$ cat config.mk
export PLATFORM = sky130hd
export DESIGN_NAME = reset_stream_source
export DESIGN_NICKNAME = d
export VERILOG_FILES = /design/src/rtl/reset_stream_source.sv
export SDC_FILE = /design/constraint.sdc
export NUM_CORES = 1
export LEC_CHECK = 0
export CAP_MARGIN = 20
export CORE_MARGIN = 3
export CORE_UTILIZATION = 50
export CTS_BUF_LIST = sky130_fd_sc_hd__clkbuf_8 sky130_fd_sc_hd__clkbuf_16
export CTS_CLUSTER_SIZE = 25
export DETAILED_ROUTE_END_ITERATION = 7
export PLACE_DENSITY = 0.72
export SETUP_SLACK_MARGIN = 0.3
export SYNTH_ARGS = -nofsm -noshare
export SYNTH_HDL_FRONTEND = slang
export SYNTH_SLANG_ARGS = --single-unit
$ cat constraint.sdc
create_clock -name clk -period 2.2 [get_ports clk]
set_input_delay 0.22 -clock clk [delete_from_list [all_inputs] [get_ports clk]]
set_output_delay 0.22 -clock clk [all_outputs]
set_load 0.005 [all_outputs]
$ cat src/rtl/reset_stream_source.sv
// Source-domain writer for the reset-crossing bit FIFO: merges and rate-limits
// reset requests into single-bit writes, stretches a local reset copy and counts writes.
//
// state      | meaning
// -----------+----------------------------------------------------------------
// ST_IDLE    | nothing outstanding; a req moves to ST_ISSUE
// ST_ISSUE   | write outstanding; fires when the FIFO is not full, further reqs merge
// ST_HOLDOFF | fixed quiet window after a write; reqs collapse into the pending flag
module reset_stream_source #(
    parameter int STRETCH_CYCLES = 4,
    parameter int HOLDOFF_CYCLES = 16,
    parameter int CNT_WIDTH      = 8
) (
    input  logic                 clk,
    input  logic                 rst,
    input  logic                 req,
    input  logic                 fifo_full,
    output logic                 fifo_wr_en,
    output logic                 fifo_din,
    output logic                 local_reset,
    output logic                 busy,
    output logic [CNT_WIDTH-1:0] issued_count
);

    localparam int HOLD_W    = $clog2(HOLDOFF_CYCLES + 1);
    localparam int STRETCH_W = $clog2(STRETCH_CYCLES + 1);

    localparam logic [HOLD_W-1:0]    HOLD_LOAD    = HOLD_W'(HOLDOFF_CYCLES - 1);
    localparam logic [STRETCH_W-1:0] STRETCH_LOAD = STRETCH_W'(STRETCH_CYCLES - 1);

    typedef enum logic [1:0] {
        ST_IDLE    = 2'd0,
        ST_ISSUE   = 2'd1,
        ST_HOLDOFF = 2'd2
    } state_e;

    state_e                 state_q, state_d;
    logic                   pending_q, pending_d;
    logic [HOLD_W-1:0]      hold_cnt_q, hold_cnt_d;
    logic [STRETCH_W-1:0]   stretch_cnt_q, stretch_cnt_d;
    logic                   local_reset_q, local_reset_d;
    logic [CNT_WIDTH-1:0]   count_q, count_d;
    logic                   commit;

    assign commit = (state_q == ST_ISSUE) && !fifo_full;

    always_comb begin
        state_d    = state_q;
        pending_d  = pending_q;
        hold_cnt_d = hold_cnt_q;
        count_d    = count_q;

        case (state_q)
            ST_IDLE: begin
                if (req) begin
                    state_d = ST_ISSUE;
                end
            end
            ST_ISSUE: begin
                if (commit) begin
                    state_d    = ST_HOLDOFF;
                    hold_cnt_d = HOLD_LOAD;
                    count_d    = count_q + 1'b1;
                end
            end
            ST_HOLDOFF: begin
                // A req on the terminal edge still counts toward the next write.
                if (hold_cnt_q == '0) begin
                    state_d   = (pending_q || req) ? ST_ISSUE : ST_IDLE;
                    pending_d = 1'b0;
                end else begin
                    hold_cnt_d = hold_cnt_q - 1'b1;
                    if (req) begin
                        pending_d = 1'b1;
                    end
                end
            end
            default: begin
                state_d   = ST_IDLE;
                pending_d = 1'b0;
            end
        endcase
    end

    // A commit while the pulse is still running reloads it, keeping local_reset contiguous.
    always_comb begin
        stretch_cnt_d = stretch_cnt_q;
        local_reset_d = 1'b0;
        if (commit) begin
            stretch_cnt_d = STRETCH_LOAD;
            local_reset_d = 1'b1;
        end else if (stretch_cnt_q != '0) begin
            stretch_cnt_d = stretch_cnt_q - 1'b1;
            local_reset_d = 1'b1;
        end
    end

    always_ff @(posedge clk) begin
        if (rst) begin
            state_q       <= ST_IDLE;
            pending_q     <= 1'b0;
            hold_cnt_q    <= '0;
            stretch_cnt_q <= '0;
            local_reset_q <= 1'b0;
            count_q       <= '0;
        end else begin
            state_q       <= state_d;
            pending_q     <= pending_d;
            hold_cnt_q    <= hold_cnt_d;
            stretch_cnt_q <= stretch_cnt_d;
            local_reset_q <= local_reset_d;
            count_q       <= count_d;
        end
    end

    assign fifo_wr_en   = commit;
    assign fifo_din     = commit;
    assign local_reset  = local_reset_q;
    assign busy         = (state_q != ST_IDLE) || pending_q;
    assign issued_count = count_q;

endmodule

==> Word level (Yosys, flattened, before mapping) <==
Index checks and enable logic that the tools add are counted.
W data, S select, Z words.
{ "word_totals": {"regBits": 20, "latchBits": 0, "ramBits": 0, "mem_bits_ro": 0, "in_bits": 4, "out_inout_bits": 12, "wordCells": 49, "n_memories": 0} }
{ "classes": {"n_addsub": 3, "mul": 0, "div_mod_pow": 0, "magnitude_cmp": 0, "eq_ne": 7, "shifts": 0, "mux": 15, "n_bitwise": 1, "reduce_logical": 16} }
{ "op_table": {"columns": ["cell", "count"], "rows": [
  ["$mux W2", 5],
  ["$mux W5", 2],
  ["$pmux W5 S2", 1],
  ["$add A8 B1 Y8 const B", 1],
  ["$ne A2 B2 Y1 const B", 4],
  ["$pmux W2 S3", 1],
  ["$reduce_and A3 Y1", 2],
  ["$reduce_bool A2 Y1", 3],
  ["$logic_not A5 Y1", 1],
  ["$mux W1", 5],
  ["$sub A5 B1 Y5 const B", 1],
  ["$reduce_and A2 Y1", 2],
  ["$reduce_or A2 Y1", 2],
  ["$ne A3 B3 Y1 const B", 1],
  ["$reduce_bool A3 Y1", 1],
  ["$sub A3 B1 Y3 const B", 1],
  ["$eq A2 B1 Y1 const B", 1],
  ["$eq A2 B2 Y1 const B", 1],
  ["$logic_not A2 Y1", 1],
  ["$logic_or A1 B1 Y1", 2],
  ["$pmux W1 S2", 1],
  ["$logic_and A1 B1 Y1", 1],
  ["$logic_not A1 Y1", 1],
  ["$not A1 Y1", 1]
]} }

==> Logic depth before layout (Yosys ltp) <==
{ "depth": {"ltp_word": 4, "mapped_depth": 5, "ltp_nobuf": 5} }

==> Least setup slack after synthesis <==
No wires, ideal clock.
{ "synth_timing": {"kind": "reg2reg", "start": "reg state_q[1]", "end": "reg count_q[5], in the netlist issued_count[5]", "setup_ps": 70, "t_arrival_ps": 1556, "required_time_ps": 2130, "path_slack_ps": 573, "path_stages_with_launch": 6, "path_buffers": 2, "period_less_slack_ps": 1627, "cell_sequence": "dfxtp_1 buf_6 or3b_4 buf_6 or4_1 a21oi_1"} }
{ "synth_between": {"elab_chain_len": 3} }
{ "synth_rtl": {"columns": ["item", "line_no", "text"], "rows": [
  ["from (decl)", "37", "state_e state_q, state_d;"],
  ["from (signal assigned)", "107", "state_q <= state_d;"],
  ["$eq A2 B1 Y1 (*)", "45, 53", null],
  ["$logic_and A1 B1 Y1", "45", "assign commit = (state_q == ST_ISSUE) && !fifo_full;"],
  ["$reduce_and A2 Y1 (no source line) (*)", null, null],
  ["to (signal assigned)", "112", "count_q <= count_d;"],
  ["to (decl)", "42", "logic [CNT_WIDTH-1:0] count_q, count_d;"]
]} }
Every way passes the cells marked *; elsewhere a longest branch is shown, timed or not.
A chain may end at the register's enable or synchronous reset.

==> Final worst setup path <==
{ "layout_timing": {"start": "in fifo_full", "end": "out fifo_din"} }
{ "layout_between": {"elab_chain_len": 2} }
{ "layout_rtl": {"columns": ["item", "line_no", "text"], "rows": [
  ["from (decl)", "17", "input logic fifo_full,"],
  ["$logic_not A1 Y1", "45", null],
  ["$logic_and A1 B1 Y1", "45", null],
  ["to (decl)", "19", "output logic fifo_din,"]
]} }
Every way passes these cells.

==> qor.txt <==
Status - complete, no violations
Initial DRC Count - 13
Router iterations before antenna repair - 4
Final WL - 1.85 mm
Worst slack at placement - 0.164 ns
Pwr dens - 789 nW/um^2
Layout cell share with drive strength beyond 1 - 10.0%
Final Hold Slack - 0.447 ns
Syn nets - 112
Worst Setup SP - fifo_full
CTS clk-pin slew, worst paths - 0.07 ns
Maxcap violations - 0
Clock skew - 0.00435 ns
RePlAce Congestion - 0.736
Full die area - 2410 sq um
Hold Path Depth - 1
Critical Path RT - 1.98 ns
Min-delay worst type - register to register
Internal Pwr Total - 0.657 mW
Ant. Diodes - 0
Die width - 49.1 microns
Routed length per instance - 12.9 microns
Final min period - 1.87 ns
Gr ovfl total - 0
R2r setup slk - 0.47 ns
Crit Path Class - input port to primary output
Peak supply drop - 0.442 mV
Largest cells by area after synthesis - dfxtp_1 43%, a21oi_1 7.5%, ha_1 5.4%
Synth Register Bits - 20
Power share of the clock group - 25.9%
Worst setup slack after layout - 0.333 ns
Launching point of the worst reg2reg path - state_q[1]$_SDFFE_PP0P_
DRC - 0
First-pass GRT wire length - 3.29 mm
Clock Sinks - 20
RSZ-0062 raised after global routing - no
FFs w/ async S/R, synth - 0%
Core area - 1630 sq um
Fin crit share - 84.9%
Cells on worst reg2reg path - 4
Final Hold Fails - 0
Max Root-Sink Buffers - 2
Worst Setup End Kind - primary output
Share of the synthesized area in the top cell type - 43.1%
Port bufs - 15
Ys Warns - 0
Detailed Place HPWL - 1.24 mm
Synth-to-layout area growth - 23.4%
Worst-Skew Late Latency - 0.25 ns
Die Ht - 49.1 microns
Mapped Cells - 104
Final setup viols - 0
Remaining antenna violation count - 0
Sw Ratio - 27.4%
GRT Overall Usage - 17.0%
Synth cell types - 36
# hold bufs at CTS - 0
Utilization after layout - 70.4%
Slew Viols, Final - 0
Fmax - 0.536 GHz
Reg-to-reg endpoint - issued_count[5]$_SDFFE_PP0P_
DR vias - 795
Hold_sp - hold_cnt_q[4]$_SDFFE_PP0P_
Hold EP - hold_cnt_q[4]$_SDFFE_PP0P_
Syn Std Cell Area - 930 sq um
Seq/Total Area, Yosys - 43.1%
# rows - 14
Starting density of the core - 57.1%
H-tree lvl count - 1
Synth Area per Inst - 8.94 sq um
Main synth FF type - dfxtp_1
Relative slew slack - 49.9%
Worst Path Max Fanout - 4
Crit path arrival time - 1.65 ns
Startpoint Class - input port
Leak - 0.412 nW
Antenna violations before repair - 0
Switching power total - 0.248 mW
List of most frequent post-synthesis cells - 20 x dfxtp_1, 14 x a21oi_1, 7 x nand2_1, 7 x nor2_1, 6 x inv_1
CTS root buf - clkbuf_8
Post-Layout Cell Count - 144
Seq pwr share - 47.5%
Top Ports - 16
Logic pwr share - 26.6%
Yosys top cell by area - dfxtp_1
Top-count cell post-synth - dfxtp_1
Slew @ Worst Pin - 0.749 ns
Vias in the first global route - 724
Nets - 130
Vias/cell - 5.52
Inst Count DP - 138
Post-synth EDFFs - 0
Setup_tns - 0 ns
CTS tree - done
Pin count of the biggest net entering global routing - 22
CTS buffer count - 3
[flip-flops by register name, summed over array words and instances, names as in the netlist]
signal / flops
hold_cnt_q: 5
issued_count: 8
local_reset: 1
pending_q: 1
state_q: 2
stretch_cnt_q: 3
[power groups by stage]
stage / sequential, mW / clock [mW] / combinational [mW]
after CTS: 0.430 / 0.238 / 0.242
after detailed placement: 0.438 / 0 / 0.234
after global placement: 0.438 / 0 / 0.231
after floorplan: 0.434 / 0 / 0.182
after global routing: 0.435 / 0.252 / 0.281
final: 0.431 / 0.234 / 0.241
[worst max path at each step]
stage / end / depth (start not counted)
floorplan: issued_count[5]$_SDFFE_PP0P_ / 5
global placement: fifo_wr_en / 4
detailed placement: fifo_din / 4
CTS: fifo_din / 4
global route: fifo_wr_en / 3
finish: fifo_din / 4
[what timing repair did]
item / in CTS / in global routing
setup endpoints to repair: 2 / 3
resized for setup: 4 / 1
buffers inserted: 3 / 0
pin swaps: 1 / 1
[critical path: stages]
cell and delay [ns]:
clkdlybuf4s50_1 0.44, or3b_4 0.42, inv_6 0.07, clkdlybuf4s50_1 0.49
[layout by cell type, fill, tap and decap left out, types with 2 or more instances in the layout]
cell / instances
xnor2_1: 2
and3_1: 2
a21oi_1: 13
nor2_1: 7
nand2b_1: 2
nand2_1: 7
clkdlybuf4s50_1: 15
ha_1: 4
clkbuf_8: 3
dfxtp_2: 2
dfxtp_1: 18
nor3_1: 3
o31ai_1: 3
or3_1: 3
or4_1: 3
o21ai_1: 2
nor2b_1: 2
nand3_1: 3
buf_4: 3
inv_1: 6
[kinds of logic after synthesis]
| kind of cell | Yosys count | share of synthesized area (%) |
|---|---|---|
| flip-flops | 20 | 43.1 |
| XOR/XNOR | 2 | 1.88 |
| AO/OA/AOI/OAI | 27 | 18.2 |
| adder cells (fa/ha/maj) | 4 | 5.38 |
| buffers and inverters | 12 | 6.86 |
| multiplexers | 2 | 2.29 |
| AND/OR/NAND/NOR | 37 | 22.3 |
[layout make-up]
type,count,area (sq um)
flip-flops and latches,20,403
well taps,24,30.0
clock buffers,3,41.3
fillers,137,482
multi-input cells,72,469
repair buffers,18,173
inverters,7,31.3
[layer usage]
metal	GRT usage [%]	routed length, microns	up-vias
met5	0	0	-
met4	5.69	0	0
met3	3.67	73	0
met2	23.0	809	17
met1	25.9	968	374
li1	-	-	404
[metrics by stage]
step                      cell area, sq um  power (mW)
final                                 1150       0.906
after detailed placement              1070       0.672
after global routing                  1150       0.968
after CTS                             1140       0.910
after global placement                1070       0.669
after floorplan                        930       0.616
(Power assumes the default switching activity.)
